**src/rtl/fp_mul_norm_round_if.sv**
```systemverilog
// fp_mul_norm_round_if: valid/ready bus around the FP multiplier normalise/round stage.
// master drives operands and out_ready; slave (the stage) drives results and in_ready.
interface fp_mul_norm_round_if #(
   parameter int MANT_W = 24,
   parameter int EXP_W  = 8
);
   logic                    in_valid;
   logic                    in_ready;
   logic [2*MANT_W-1:0]     prod;
   logic [EXP_W-1:0]        exp_a;
   logic [EXP_W-1:0]        exp_b;
   logic                    sign_a;
   logic                    sign_b;
   logic                    out_valid;
   logic                    out_ready;
   logic [EXP_W+MANT_W-1:0] result;
   logic                    ovf;
   logic                    unf;
   modport master (
      output in_valid, prod, exp_a, exp_b, sign_a, sign_b, out_ready,
      input  in_ready, out_valid, result, ovf, unf
   );
   modport slave (
      input  in_valid, prod, exp_a, exp_b, sign_a, sign_b, out_ready,
      output in_ready, out_valid, result, ovf, unf
   );
endinterface

```
**src/rtl/fp_mul_norm_round.sv**
```systemverilog
// fp_mul_norm_round: two-stage normalise/round/special-case stage of a binary32 multiplier.
// Define FPM_RNE_ROUND_EN for round-to-nearest-even; default build truncates.
module fp_mul_norm_round #(
   parameter int MANT_W = 24,
   parameter int EXP_W  = 8,
   parameter int BIAS   = 127
) (
   input logic                clk,
   input logic                rst_n,
   fp_mul_norm_round_if.slave bus
);
   localparam int F  = MANT_W - 1;
   localparam int P  = 2 * MANT_W;
   localparam int EW = EXP_W + 2;
   localparam int W  = EXP_W + MANT_W;
   localparam logic [EXP_W-1:0]     EMAX  = '1;
   localparam logic signed [EW-1:0] E_INF = EW'((1 << EXP_W) - 1);
   localparam logic signed [EW-1:0] E_ONE = EW'(1);
   logic                 s1_v_q, s1_v_d, s2_v_q, s2_v_d;
   logic                 s1_s_q, s1_s_d;
   logic signed [EW-1:0] s1_e_q, s1_e_d;
   logic [F-1:0]         s1_mant_q, s1_mant_d;
   logic                 s1_g_q, s1_g_d, s1_st_q, s1_st_d;
   logic                 s1_nan_q, s1_nan_d, s1_inf_q, s1_inf_d, s1_zero_q, s1_zero_d;
   logic [W-1:0]         result_q, result_d;
   logic                 ovf_q, ovf_d, unf_q, unf_d;
   logic                 s2_adv, s1_adv, in_fire, s2_load;
   logic                 a_max, b_max, a_zero, b_zero, hi;
   logic                 inc, is_ovf, is_unf;
   logic [F:0]           ext;
   logic signed [EW-1:0] e_r;
   logic [W-1:0]         res;
   assign s2_adv       = !s2_v_q || bus.out_ready;
   assign s1_adv       = !s1_v_q || s2_adv;
   assign in_fire      = bus.in_valid && s1_adv;
   assign s2_load      = s2_adv && s1_v_q;
   assign bus.in_ready = s1_adv;
   assign bus.out_valid = s2_v_q;
   assign bus.result   = result_q;
   assign bus.ovf      = ovf_q;
   assign bus.unf      = unf_q;
   assign a_max  = bus.exp_a == EMAX;
   assign b_max  = bus.exp_b == EMAX;
   assign a_zero = bus.exp_a == '0;
   assign b_zero = bus.exp_b == '0;
   assign hi     = bus.prod[P-1];
   // Stage 1: align the product so the hidden bit is dropped, keep guard and sticky.
   always_comb begin
      s1_v_d    = s1_adv ? bus.in_valid : s1_v_q;
      s1_s_d    = in_fire ? bus.sign_a ^ bus.sign_b : s1_s_q;
      s1_e_d    = in_fire ? EW'(bus.exp_a) + EW'(bus.exp_b) - EW'(BIAS) + EW'(hi) : s1_e_q;
      s1_mant_d = in_fire ? (hi ? bus.prod[P-2 -: F] : bus.prod[P-3 -: F]) : s1_mant_q;
      s1_g_d    = in_fire ? (hi ? bus.prod[P-2-F] : bus.prod[P-3-F]) : s1_g_q;
      s1_st_d   = in_fire ? (hi ? |bus.prod[P-3-F:0] : |bus.prod[P-4-F:0]) : s1_st_q;
      s1_nan_d  = in_fire ? (a_max && b_zero) || (b_max && a_zero) : s1_nan_q;
      s1_inf_d  = in_fire ? a_max || b_max : s1_inf_q;
      s1_zero_d = in_fire ? a_zero || b_zero : s1_zero_q;
   end
`ifdef FPM_RNE_ROUND_EN
   assign inc = s1_g_q && (s1_st_q || s1_mant_q[0]);
`else
   logic unused_rnd;
   assign inc        = 1'b0;
   assign unused_rnd = s1_g_q ^ s1_st_q;
`endif
   // Stage 2: round, then classify; a rounding carry bumps the exponent before range checks.
   always_comb begin
      ext    = {1'b0, s1_mant_q} + (F+1)'(inc);
      e_r    = s1_e_q + EW'(ext[F]);
      is_ovf = e_r >= E_INF;
      is_unf = e_r < E_ONE;
      res    = s1_nan_q  ? {s1_s_q, EMAX, 1'b1, (F-1)'(0)} :
               s1_inf_q  ? {s1_s_q, EMAX, F'(0)} :
               s1_zero_q ? {s1_s_q, (W-1)'(0)} :
               is_ovf    ? {s1_s_q, EMAX, F'(0)} :
               is_unf    ? {s1_s_q, (W-1)'(0)} :
                           {s1_s_q, e_r[EXP_W-1:0], ext[F-1:0]};
      s2_v_d   = s2_adv ? s1_v_q : s2_v_q;
      result_d = s2_load ? res : result_q;
      ovf_d    = s2_load ? !s1_inf_q && !s1_zero_q && is_ovf : ovf_q;
      unf_d    = s2_load ? !s1_inf_q && !s1_zero_q && !is_ovf && is_unf : unf_q;
   end
   always_ff @(posedge clk or negedge rst_n) begin
      if (!rst_n) begin
         s1_v_q    <= 1'b0;
         s1_s_q    <= 1'b0;
         s1_e_q    <= '0;
         s1_mant_q <= '0;
         s1_g_q    <= 1'b0;
         s1_st_q   <= 1'b0;
         s1_nan_q  <= 1'b0;
         s1_inf_q  <= 1'b0;
         s1_zero_q <= 1'b0;
         s2_v_q    <= 1'b0;
         result_q  <= '0;
         ovf_q     <= 1'b0;
         unf_q     <= 1'b0;
      end else begin
         s1_v_q    <= s1_v_d;
         s1_s_q    <= s1_s_d;
         s1_e_q    <= s1_e_d;
         s1_mant_q <= s1_mant_d;
         s1_g_q    <= s1_g_d;
         s1_st_q   <= s1_st_d;
         s1_nan_q  <= s1_nan_d;
         s1_inf_q  <= s1_inf_d;
         s1_zero_q <= s1_zero_d;
         s2_v_q    <= s2_v_d;
         result_q  <= result_d;
         ovf_q     <= ovf_d;
         unf_q     <= unf_d;
      end
   end
endmodule

```
**src/flat_wrapper.sv**
```systemverilog
// flat-port wrapper written by rule: the top's interface ports become plain ports
module fp_mul_norm_round_flat 
#(
   parameter int MANT_W = 24,
   parameter int EXP_W  = 8,
   parameter int BIAS   = 127
)
  (clk, rst_n, bus_in_valid, bus_prod, bus_exp_a, bus_exp_b, bus_sign_a, bus_sign_b, bus_out_ready, bus_in_ready, bus_out_valid, bus_result, bus_ovf, bus_unf);
  fp_mul_norm_round_if #(.MANT_W(MANT_W), .EXP_W(EXP_W)) bus_i ();
  input logic clk;
  input logic rst_n;
  input wire logic [$bits(bus_i.in_valid)-1:0] bus_in_valid;
  input wire logic [$bits(bus_i.prod)-1:0] bus_prod;
  input wire logic [$bits(bus_i.exp_a)-1:0] bus_exp_a;
  input wire logic [$bits(bus_i.exp_b)-1:0] bus_exp_b;
  input wire logic [$bits(bus_i.sign_a)-1:0] bus_sign_a;
  input wire logic [$bits(bus_i.sign_b)-1:0] bus_sign_b;
  input wire logic [$bits(bus_i.out_ready)-1:0] bus_out_ready;
  output wire logic [$bits(bus_i.in_ready)-1:0] bus_in_ready;
  output wire logic [$bits(bus_i.out_valid)-1:0] bus_out_valid;
  output wire logic [$bits(bus_i.result)-1:0] bus_result;
  output wire logic [$bits(bus_i.ovf)-1:0] bus_ovf;
  output wire logic [$bits(bus_i.unf)-1:0] bus_unf;
  assign bus_i.in_valid = bus_in_valid;
  assign bus_i.prod = bus_prod;
  assign bus_i.exp_a = bus_exp_a;
  assign bus_i.exp_b = bus_exp_b;
  assign bus_i.sign_a = bus_sign_a;
  assign bus_i.sign_b = bus_sign_b;
  assign bus_i.out_ready = bus_out_ready;
  assign bus_in_ready = bus_i.in_ready;
  assign bus_out_valid = bus_i.out_valid;
  assign bus_result = bus_i.result;
  assign bus_ovf = bus_i.ovf;
  assign bus_unf = bus_i.unf;
  fp_mul_norm_round #(.MANT_W(MANT_W), .EXP_W(EXP_W), .BIAS(BIAS)) u_core (.clk(clk), .rst_n(rst_n), .bus(bus_i));
endmodule
```
**config.mk**
```make
export PLATFORM = sky130hd
export DESIGN_NAME = fp_mul_norm_round_flat
export DESIGN_NICKNAME = d
export VERILOG_FILES = /design/src/rtl/fp_mul_norm_round_if.sv /design/src/rtl/fp_mul_norm_round.sv /design/src/flat_wrapper.sv
export SDC_FILE = /design/constraint.sdc
export NUM_CORES = 1
export LEC_CHECK = 0
export CORE_UTILIZATION = 43
export CTS_CLUSTER_SIZE = 28
export DETAILED_ROUTE_END_ITERATION = 10
export GPL_TIMING_DRIVEN = 0
export PLACE_DENSITY = 0.8
export SYNTH_ARGS = -nofsm -noshare
export SYNTH_HDL_FRONTEND = slang
export SYNTH_SLANG_ARGS = --single-unit
```
**constraint.sdc**
```tcl
create_clock -name clk -period 1.4 [get_ports clk]
set_input_delay 0.14 -clock clk [delete_from_list [all_inputs] [get_ports clk]]
set_output_delay 0.14 -clock clk [all_outputs]
set_load 0.02 [all_outputs]
```
# Yosys cells after proc, flatten, opt, wreduce, memory -nomap -nowiden
# Index checks and enable logic that the tools add are counted.
# word_totals
romBits,0
reg_bits,73
n_memories,0
inputBits,70
output_inout_bits,36
latch_bits,0
ramBits,0
# classes
n_reduce_logical,20
n_mul,0
mux,6
order_cmp,2
shifts,0
add_sub_neg,3
div,0
n_eq_ne,2
bitwise,1
# ops
op,count
two-way mux 31 bit,5
two-way mux 23 bit,1
equality test 8 bit (second input constant),2
zero test 8 bit,2
adder 10 x 1 -> 10 bit,1
>= comparator 10 x 9 -> 1 bit (second input constant),1
< comparator 10 x 2 -> 1 bit (second input constant),1
subtractor 10 x 7 -> 10 bit (second input constant),1
adder 8 x 8 -> 9 bit,1
logical AND 1 bit,8
zero test 1 bit,5
logical OR 1 bit,5
bitwise XOR 1 bit,1

# Depth between registers and ports, before layout
# depth
depth_word,6
ltp_mapped,10
ltp_nobuf,9

# Worst setup path after synthesis
# Ideal clock, no wire load.
# synth_path
path_type,input to register
start,input bus_exp_b[0]
end,register u_core.s1_e_q[8]
stages,8
t_arrival_ns,2.141
setup_ns,0.069
t_required_ns,1.331
slack_ns,-0.810
cell_sequence,ha_1 -> fa_1 -> a21o_1 -> a211oi_1 -> nor2_1 -> and4_4 -> or4_1 -> nand3_1
# synth_between
elab_chain_len,3
# synth_lines
element,line,rtl
"start, declared",flat_wrapper.sv:15,input wire logic [$bits(bus_i.exp_b)-1:0] bus_exp_b;
adder 8 x 8 -> 9 bit,fp_mul_norm_round.sv:51,s1_e_d = in_fire ? EW'(bus.exp_a) + EW'(bus.exp_b) - EW'(BIAS) + EW'(hi) : s1_e_q;
subtractor 10 x 7 -> 10 bit,fp_mul_norm_round.sv:51,
adder 10 x 1 -> 10 bit,fp_mul_norm_round.sv:51,
"end signal, assigned",fp_mul_norm_round.sv:87,s1_e_q <= '0;
"end signal, assigned",fp_mul_norm_round.sv:101,s1_e_q <= s1_e_d;
"end, declared",fp_mul_norm_round.sv:21,"logic signed [EW-1:0] s1_e_q, s1_e_d;"
# Every way passes these cells.
# A chain may end at the register's enable or synchronous reset.

# Final worst setup path
# Same ends and word-level chain as after synthesis.

==> impl_results.md <==
* Grt total ovfl at 0
* Global-route wire length before repair at 15100 um
* Endpoints failing setup at 24
* Post-Synth Adder-Cell Area at 0.03951
* Rel. slew slack at 0.4056
* DIE WIDTH at 94.43 um
* Hold Vio Cnt, Final at 0
* Violated checks: negative setup slack
* Lkg Pwr at 2.413 nW
* Max FFs per register at 32
* All-Layer GR Usage at 0.2205
* Wirelength per Cell at 15.26 um
* # IOs at 106
* Crit share post-route at 1.343
* Post-synth EDFFs at 0
* Hold Crit Class: input port to flip-flop
* Diode count at 0
* Min Tclk post-route at 1.880 ns
* Multiplexer share of the synthesized area at 0.07391
* PD cells at 1159 mW/mm^2
* Worst EP required at 1.68 ns
* Fraction of layout cells with a size suffix above 1 at 0.2148
* Vias/cell at 5.347
* Die Y-Extent at 94.43 um
* Total CTS buffers at 9
* Post-synthesis xor/xnor area fraction at 0.02384
* Primary FF master, synth: dfrtp_1
* Main combinational cell family by area after synthesis: simple AND/OR/NAND/NOR gates
* Sink Count at 73
* WP data arrival at 2.16 ns
* CTS Buffer Depth at 2
* Total power at 6.115 mW
* Reg area at 0.001828 mm^2
* Largest net degree at the start of global routing at 74
* Mapped Avg Cell Area at 9.207 um^2
* Cell area after synthesis at 0.003674 mm^2
* Final ANT Viol Nets at 0
* Nets at 589
* Total negative slack at -2.258 ns
* Mapped Cells at 399
* Area of the multi-input gates at 0.002052 mm^2
* Clock Skew at 0.007107 ns
* Clock root buffer: clkbuf_8
* First-pass iteration count of the detailed router at 4
* Initial antenna violation count at 0
* Area delta synth->final at 43.56%
* RSZ-0062 raised after global routing: yes
* Crit Path Class: input port to flip-flop
* Outcome: finished with violations
* Sequential fraction of the synthesis area at 0.4973
* Number of synthesis warnings at 0
* Maxcap violations at 0
* Starting Density at 0.4448
* Worst-margin pin slew at 0.8916 ns
* Drt total wl at 9418 um
* Worst-Skew Late Latency at 0.34 ns
* Peak Freq at 531.8 MHz
* Maximum vdd drop at 0.5116 mV
* Drt drc at 0
* Core Region at 0.008258 mm^2
* DIE AREA at 0.008917 mm^2
* Synthesized flop and latch total at 73
* I/O Buffers at 81
* Vias in the first global route at 3247
* Count of pins over their slew limit at 0
* Async set or reset register ratio after synthesis at 1.000
* Final Wtd Congestion at 0.8075
* CTS tree: done
* Cell Rows at 33
* Reg clk slew, reported paths at 0.07 ns
* Post-synthesis compound-gate area fraction at 0.1526
* Drt initial violations at 202
* Crit end category: flip-flop
* Startpoint class of the critical path: input port
* # fillers at 643
* Post-DP HPWL at 6694 um
* Post-synthesis net count at 480
* Simple-gate share of the synthesized area at 0.1880
* PnR worst setup slack at -0.4804 ns
* Synth cell types at 42
* Crit path max fanout at 3
* Vias at 3299
* H-tree depth at 3
-- cells by family after synthesis --
group | count (synthesis)
compound gates | 100
xor+xnor | 10
fa+ha+maj | 11
buf+inv | 24
flops | 73
mux | 27
simple gates | 154
-- cell usage in the layout (no fill, tap or decap), types with 7 or more instances in the layout --
cell	instances
o21ai_2	21
clkbuf_2	7
mux2i_1	26
nor2_1	17
clkdlybuf4s50_1	32
buf_4	17
buf_6	7
a21oi_1	10
nand2_1	92
dfrtp_1	72
clkbuf_8	12
o21ai_1	14
dlygate4sd2_1	42
o21ai_0	35
nand4_1	7
-- area by class of cell --
type                       count  area share
buffer                        19     0.03179
clock buffer                  12     0.02752
clock inverter                 3    0.003321
inverter                       3    0.002135
multi-input combinational    302      0.3891
sequential                    73      0.3466
tap                          105     0.02491
timing repair buffer         100      0.1746
-- final timing paths --
kind / startpoint / end / slack [ns] / cells past startpoint
setup / recovery: bus_exp_b[0] / u_core.s1_e_q[8]$_DFFE_PN0P_ / -0.48 / 9
hold / removal: bus_prod[47] / u_core.s1_mant_q[18]$_DFFE_PN0P_ / 0.26 / 3
setup reg to reg: u_core.s1_v_q$_DFFE_PN0N_ / u_core.s1_e_q[8]$_DFFE_PN0P_ / -0.16 / 5
hold reg to reg: u_core.bus.result[7]$_DFFE_PN0P_ / u_core.bus.result[7]$_DFFE_PN0P_ / 0.47 / 2
max in group asynchronous: rst_n / u_core.bus.out_valid$_DFFE_PN0P_ / 0.33 / 2
min in group asynchronous: rst_n / u_core.bus.result[1]$_DFFE_PN0P_ / 0.47 / 2
-- power breakdown --
| part | internal (mW) | total [mW] | switching [mW] |
|---|---|---|---|
| clock network | 0.677 | 1.41 | 0.734 |
| registers | 2.46 | 2.71 | 0.251 |
| logic | 0.900 | 2.00 | 1.10 |
| total | 4.03 | 6.11 | 2.08 |
-- repair_timing --
action / 4_1_cts / 5_1_grt
setup buffers: 9 / 8
endpoints found under the setup margin: 84 / 69
pin swaps: 37 / 23
hold buffers: 1 / 0
gates cloned: 2 / 0
endpoints found under the hold margin: 73 / 0
gates resized for setup: 121 / 69
-- layer usage --
metal	GRT usage	wire (um)	up-vias
li1	-	-	1612
met1	0.2771	3965	1570
met2	0.3738	4847	100
met3	0.04267	420	17
met4	0.08590	185	0
met5	0	0	-
-- critical path, stage by stage --
cell,delay [ns]
buf_8,0.10
ha_4,0.15
fa_2,0.37
a21o_4,0.26
a221oi_4,0.30
xnor2_2,0.11
and4_4,0.16
or4_1,0.46
nand3_1,0.10
-- cells in the mapped netlist, types with 2 or more instances --
library cell / n / area, um^2
nand4_1: 7 / 43.79
nand2_1: 93 / 349.1
xnor2_1: 6 / 52.55
dfrtp_1: 73 / 1827
o21ai_1: 12 / 60.06
nor3_1: 5 / 25.02
or4_1: 3 / 22.52
clkbuf_1: 19 / 71.32
inv_1: 3 / 11.26
nand2b_1: 3 / 18.77
a211oi_1: 4 / 30.03
xor2_1: 4 / 35.03
nand3_1: 3 / 15.01
a21o_1: 3 / 22.52
mux2i_1: 26 / 260.3
o22a_1: 2 / 17.52
a21oi_1: 10 / 50.05
nor2_1: 22 / 82.58
ha_1: 10 / 125.1
and3_1: 5 / 31.28
o21ai_0: 58 / 290.3
and2_1: 2 / 12.51
a31oi_1: 3 / 18.77
nor4_1: 3 / 18.77
nand3b_1: 3 / 22.52
-- through the flow --
step	setup slack (ns)	hold slack [ns]	utilization	cells	instance area [um^2]
final	-0.4804	0.2567	0.6386	617	5274
after global routing	-0.5177	0.3020	0.6386	617	5274
after CTS	-0.5304	0.2523	0.6133	610	5065
after detailed placement	-1.341	0.3197	0.5665	585	4678
after global placement	-2.328	0.4582	0.5668	585	4681
after floorplan	-0.5732	-0.1556	-	399	3739
Power figures use the tool's default switching activity.
